### config.mk
export PLATFORM = sky130hd
export DESIGN_NAME = kpscan
export DESIGN_NICKNAME = d
export VERILOG_FILES = /design/src/rtl/kpscan.sv
export SDC_FILE = /design/constraint.sdc
export NUM_CORES = 1
export LEC_CHECK = 0
export CAP_MARGIN = 20
export CORE_MARGIN = 2
export CORE_UTILIZATION = 45
export DETAILED_ROUTE_END_ITERATION = 7
export PLACE_DENSITY = 0.65
export SLEW_MARGIN = 20
export SYNTH_ARGS = -nofsm -noshare
export SYNTH_HDL_FRONTEND = slang
export SYNTH_SLANG_ARGS = --single-unit
### constraint.sdc
create_clock -name clk -period 4.4 [get_ports clk]
set_input_delay 1.32 -clock clk [delete_from_list [all_inputs] [get_ports clk]]
set_output_delay 1.32 -clock clk [all_outputs]
set_load 0.02 [all_outputs]
### src/rtl/kpscan.sv
`timescale 1ns/1ps
// kpscan: 4x4 matrix keypad scanner with 2-FF row synchronizer and
// sample-based press/release debouncing. Reports a single key as row*4+col.
module kpscan #(
  parameter int SCAN_CYCLES    = 1000,
  parameter int DEBOUNCE_COUNT = 8
) (
  input  logic       clk,
  input  logic       reset_n,
  input  logic [3:0] kpr,
  output logic [3:0] kpc,
  output logic [3:0] key,
  output logic       key_valid,
  output logic       key_press,
  output logic       key_release
);

  localparam int DW = $clog2(SCAN_CYCLES);
  localparam int CW = $clog2(DEBOUNCE_COUNT + 1);
  localparam logic [DW-1:0] DWELL_LAST = DW'(SCAN_CYCLES - 1);
  localparam logic [CW-1:0] CNT_LAST   = CW'(DEBOUNCE_COUNT - 1);

  typedef enum logic [1:0] {SCAN, DEBOUNCE, HELD} state_t;

  state_t          state, state_n;
  logic [3:0]      ks1, ksync;
  logic [DW-1:0]   dwell;
  logic            sample;
  logic            row_hit;
  logic [1:0]      row_idx, col_idx;
  logic [3:0]      kpc_n, kpc_rot;
  logic [3:0]      cand, cand_n;
  logic [CW-1:0]   cnt, cnt_n, rel, rel_n;
  logic [3:0]      key_n;
  logic            valid_n, press_n, release_n;
  logic [1:0]      cand_bit;
  logic            cand_low;

  // Two-stage synchronizer for the asynchronous row inputs.
  always_ff @(posedge clk or negedge reset_n) begin
    // NOTE: sequential logic uses non-blocking (<=) so every flop samples
    // pre-edge values; blocking here would collapse the two stages into one.
    if (!reset_n) begin
      ks1   <= 4'b1111;
      ksync <= 4'b1111;
    end else begin
      ks1   <= kpr;
      ksync <= ks1;
    end
  end

  // Free-running column dwell counter; the last count is the sample point.
  always_ff @(posedge clk or negedge reset_n) begin
    if (!reset_n) dwell <= '0;
    else          dwell <= (dwell == DWELL_LAST) ? '0 : dwell + 1'b1;
  end

  assign sample   = (dwell == DWELL_LAST);
  assign kpc_rot  = {kpc[2:0], kpc[3]};
  assign cand_bit = 2'd3 - cand[3:2];
  assign cand_low = ~ksync[cand_bit];

  // Decode the synchronized rows (exactly one low bit) and the driven column.
  always_comb begin
    // NOTE: every output of a combinational block gets a default first so no
    // path leaves it unassigned, which would otherwise infer a latch.
    row_hit = 1'b1;
    row_idx = 2'd0;
    col_idx = 2'd0;
    case (ksync)
      4'b0111: row_idx = 2'd0;
      4'b1011: row_idx = 2'd1;
      4'b1101: row_idx = 2'd2;
      4'b1110: row_idx = 2'd3;
      default: row_hit = 1'b0;
    endcase
    case (kpc)
      4'b1101: col_idx = 2'd1;
      4'b1011: col_idx = 2'd2;
      4'b0111: col_idx = 2'd3;
      default: col_idx = 2'd0;
    endcase
  end

  // Scan/debounce/held next-state and output logic, evaluated at each sample.
  always_comb begin
    state_n   = state;
    kpc_n     = kpc;
    cand_n    = cand;
    cnt_n     = cnt;
    rel_n     = rel;
    key_n     = key;
    valid_n   = key_valid;
    press_n   = 1'b0;
    release_n = 1'b0;
    if (sample) begin
      case (state)
        SCAN: begin
          if (row_hit) begin
            cand_n  = {row_idx, col_idx};
            cnt_n   = CW'(1);
            state_n = DEBOUNCE;
          end else begin
            kpc_n = kpc_rot;
          end
        end
        DEBOUNCE: begin
          if (row_hit && (row_idx == cand[3:2])) begin
            if (cnt == CNT_LAST) begin
              key_n   = cand;
              valid_n = 1'b1;
              press_n = 1'b1;
              cnt_n   = '0;
              state_n = HELD;
            end else begin
              cnt_n = cnt + 1'b1;
            end
          end else begin
            cnt_n   = '0;
            kpc_n   = kpc_rot;
            state_n = SCAN;
          end
        end
        HELD: begin
          if (cand_low) begin
            rel_n = '0;
          end else if (rel == CNT_LAST) begin
            rel_n     = '0;
            valid_n   = 1'b0;
            release_n = 1'b1;
            kpc_n     = kpc_rot;
            state_n   = SCAN;
          end else begin
            rel_n = rel + 1'b1;
          end
        end
        default: state_n = SCAN;
      endcase
    end
  end

  // State and output registers.
  always_ff @(posedge clk or negedge reset_n) begin
    if (!reset_n) begin
      state       <= SCAN;
      kpc         <= 4'b1110;
      cand        <= 4'd0;
      cnt         <= '0;
      rel         <= '0;
      key         <= 4'd0;
      key_valid   <= 1'b0;
      key_press   <= 1'b0;
      key_release <= 1'b0;
    end else begin
      state       <= state_n;
      kpc         <= kpc_n;
      cand        <= cand_n;
      cnt         <= cnt_n;
      rel         <= rel_n;
      key         <= key_n;
      key_valid   <= valid_n;
      key_press   <= press_n;
      key_release <= release_n;
    end
  end

endmodule
==> insert_results.sql <==
INSERT INTO impl_metrics (metric_group, metric, value, unit) VALUES
('critical_path', 'cp_max_fo', '5', ''),
('timing', 'hold_viol_final', '0', ''),
('yosys', 'asyncSetResetFlopFracSynth', '1.00', ''),
('route', 'detailedRoute.firstPassIterationCount', '5', ''),
('clock_network', 'cts_hold_buffers', '0', ''),
('grt', 'grt_max_degree', '44', ''),
('clock_network', 'htree_levels', '2', ''),
('route', '1st_iter_drt_viols', '57', ''),
('final_layout', 'seqCellArea', '0.00109', 'sq mm'),
('clock_network', 'cts_setup_buffers', '0', ''),
('critical_path', 'required', '3.08', 'ns'),
('yosys', 'synth_warnings', '0', ''),
('worst_hold_path', 'hold_crit_class', 'reg -> reg', ''),
('yosys', 'synth_area_leaders', 'sky130_fd_sc_hd__dfrtp_1 40%, sky130_fd_sc_hd__dfstp_2 14%, sky130_fd_sc_hd__mux2_2 5.1%', ''),
('clock_network', 'cts.clk_slew.worst_paths', '0.07', 'ns'),
('grt', 'grt_first_pass_wirelength', '6.24', 'mm'),
('power', 'share_seq_of_total_power', '0.580', ''),
('yosys', 'synth_edf_count', '0', ''),
('outcome', 'outcome', 'complete, no violations', ''),
('power', 'p_sw_frac', '0.205', ''),
('yosys', 'syn-cell-area', '0.00200', 'sq mm'),
('yosys', 'synth_top_cells_by_count', '32 x sky130_fd_sc_hd__dfrtp_1, 18 x sky130_fd_sc_hd__nor2_1, 11 x sky130_fd_sc_hd__dfstp_2, 11 x sky130_fd_sc_hd__nand2_1, 10 x sky130_fd_sc_hd__nand3_1', ''),
('critical_path', 'cpLargestDelayFamily', 'buffers and inverters', ''),
('clock_network', 'clk_latency', '0.30', 'ns'),
('timing', 'unrepaired_setup_endpoints_after_global_routing', 'false', ''),
('route', 'dr_total_vias', '1358', ''),
('critical_path', 'start_kind', 'register', ''),
('timing', 'final.period_utilization', '0.642', ''),
('clock_network', 'root_buffer', 'sky130_fd_sc_hd__clkbuf_8', ''),
('yosys', 'synth.yosys.seq_area_share', '0.545', ''),
('route', 'total_detailed_routing_wirelength', '3.52', 'mm'),
('final_layout', 'syn_to_final_growth', '15.5', '%'),
('yosys', 'synthMostInstantiatedCell', 'sky130_fd_sc_hd__dfrtp_1', ''),
('clock_network', 'num_cts_buffers', '5', ''),
('power', 'power', '701', 'uW'),
('critical_path', 'critical_path.max_stage_delay', '0.64', 'ns'),
('yosys', 'postSynth.topFlopCell', 'sky130_fd_sc_hd__dfrtp_1', ''),
('timing', 'worstMarginPinSlew', '0.917', 'ns'),
('route', 'post_drt_wl_per_cell', '14.3', 'um'),
('timing', 'slew_viol_final', '0', ''),
('critical_path', 'path_cells', 'clkdlybuf4s50_1', ''),
('placement', 'final_replace_weighted_congestion', '0.838', ''),
('floorplan', 'initial_core_util', '0.462', ''),
('yosys', 'ys_ff_latch', '43', ''),
('timing', 'fin_worst_skew', '0.0111', 'ns'),
('power', 'power.share.clock', '0.390', ''),
('clock_network', 'postCtsResizedCells', '0', ''),
('final_layout', 'nNetsFinal', '203', ''),
('job', 'max-cap-violations', '0', ''),
('floorplan', 'ios', '17', ''),
('floorplan', 'floorplan.die_area', '0.00499', 'sq mm'),
('power', 'pwr_density_cell', '304', 'mW/mm^2'),
('floorplan', 'floorplan.core_area', '0.00432', 'sq mm'),
('route', 'antenna_left', '0', ''),
('floorplan', 'dieWidth', '70.7', 'um'),
('critical_path', 'arrival_time_at_the_worst_endpoint', '1.51', 'ns'),
('timing', 'max-slew-margin-rel', '0.389', ''),
('placement', 'place_hpwl', '2.57', 'mm'),
('critical_path', 'crit_path_top_delay_cell', 'sky130_fd_sc_hd__clkdlybuf4s50_1', ''),
('power', 'power.internal', '557', 'uW'),
('critical_path', 'crit_type', 'reg -> out', ''),
('yosys', 'synth.largest_area_cell', 'sky130_fd_sc_hd__dfrtp_1', ''),
('floorplan', 'placementRows', '24', ''),
('grt', 'groute.usage.overall', '0.160', ''),
('final_layout', 'footprint_of_the_multi_input_gates', '875', 'sq um'),
('grt', 'globalRoute.totalOverflow', '0', ''),
('timing', 'final.setup.tns', '0', 'ns'),
('final_layout', 'num-fill-cells', '390', ''),
('clock_network', 'cts_tree', 'yes', ''),
('grt', 'grt_pass1_vias', '1359', ''),
('yosys', 'synth.lib_cells_used.distinct', '43', '');
## state kept, by name, summed over array words and instances, names as in the netlist
| register | cells |
|---|---|
| cand | 4 |
| cnt | 4 |
| dwell | 10 |
| key | 4 |
| key_press | 1 |
| key_release | 1 |
| key_valid | 1 |
| kpc | 4 |
| ks1 | 4 |
| ksync | 4 |
| rel | 4 |
| state | 2 |
## per-stage QoR
stage / setup slack [ns] / cells / cell area [sq um]
6_report: 1.57 / 247 / 2310
5_1_grt: 1.53 / 247 / 2310
4_1_cts: 1.56 / 247 / 2310
3_5_place_dp: 1.88 / 239 / 2210
3_3_place_gp: 1.93 / 239 / 2210
2_1_floorplan: 2.13 / 173 / 2000
## layout make-up
cell class	instances	area share
flip-flops and latches	43	0.472
multi-input cells	122	0.379
repair buffers	16	0.0672
clock buffers	8	0.0439
well taps	52	0.0282
inverters	6	0.00976
## layout by cell type, fill, tap and decap left out, types with 2 or more instances in the layout
cell type	count
sky130_fd_sc_hd__nand3_1	10
sky130_fd_sc_hd__nor3_1	3
sky130_fd_sc_hd__mux2i_1	3
sky130_fd_sc_hd__dfrtp_1	32
sky130_fd_sc_hd__o41ai_1	2
sky130_fd_sc_hd__inv_1	6
sky130_fd_sc_hd__clkbuf_8	5
sky130_fd_sc_hd__and3_1	4
sky130_fd_sc_hd__o31ai_1	3
sky130_fd_sc_hd__mux2_1	4
sky130_fd_sc_hd__xor2_1	7
sky130_fd_sc_hd__clkdlybuf4s50_1	15
sky130_fd_sc_hd__or3_1	2
sky130_fd_sc_hd__xnor2_1	4
sky130_fd_sc_hd__clkbuf_1	2
sky130_fd_sc_hd__nor2b_1	3
sky130_fd_sc_hd__a21oi_1	2
sky130_fd_sc_hd__mux2_2	9
sky130_fd_sc_hd__o21ai_0	8
sky130_fd_sc_hd__dfstp_2	11
sky130_fd_sc_hd__nand3b_1	2
sky130_fd_sc_hd__nor2_1	18
sky130_fd_sc_hd__ha_1	3
sky130_fd_sc_hd__nand2b_1	3
sky130_fd_sc_hd__nand2_1	11
sky130_fd_sc_hd__or2_2	2
sky130_fd_sc_hd__a22o_1	2
## per-layer routing
layer	track usage	wire (um)	share of wire	vias to the layer above
met5	0	0	0	-
met4	0.0566	36	0.010	0
met3	0.0470	160	0.045	4
met2	0.270	1810	0.52	30
met1	0.195	1510	0.43	671
li1	-	-	-	653
## cells by family (layout without fill, tap and decap cells)
family,count (synthesis),after routing,synth area share
AOI/OAI and AO/OA,26,26,0.0983
xor gates and xnor gates,11,11,0.0482
DFF,43,43,0.545
adders and majority gates,3,3,0.0188
and+or+nand+nor,66,66,0.184
muxes,16,16,0.0882
buffers and inverters,8,30,0.0175
## power by group through the flow
| stage | registers, mW | clock network (mW) | logic (mW) |
|---|---|---|---|
| floorplan | 0.412 | 0 | 0.00984 |
| finish | 0.406 | 0.274 | 0.0211 |
| detailed placement | 0.414 | 0 | 0.0219 |
| global route | 0.407 | 0.304 | 0.0238 |
| global placement | 0.413 | 0 | 0.0210 |
| CTS | 0.406 | 0.283 | 0.0219 |
## path summary, 6_finish.rpt
check | depth (start not counted) | to | slack (ns) | startpoint
setup / recovery | 1 | kpc[3] | 1.57 | kpc[3]
hold / removal | 0 | ksync[2] | 0.36 | ks1[2]
setup reg to reg | 6 | kpc[0] | 1.90 | dwell[0]
hold reg to reg | 0 | ksync[2] | 0.36 | ks1[2]
max in group asynchronous | 1 | key_valid | 2.66 | reset_n
min in group asynchronous | 1 | key_press | 1.15 | reset_n
Power figures use the tool's default switching activity.
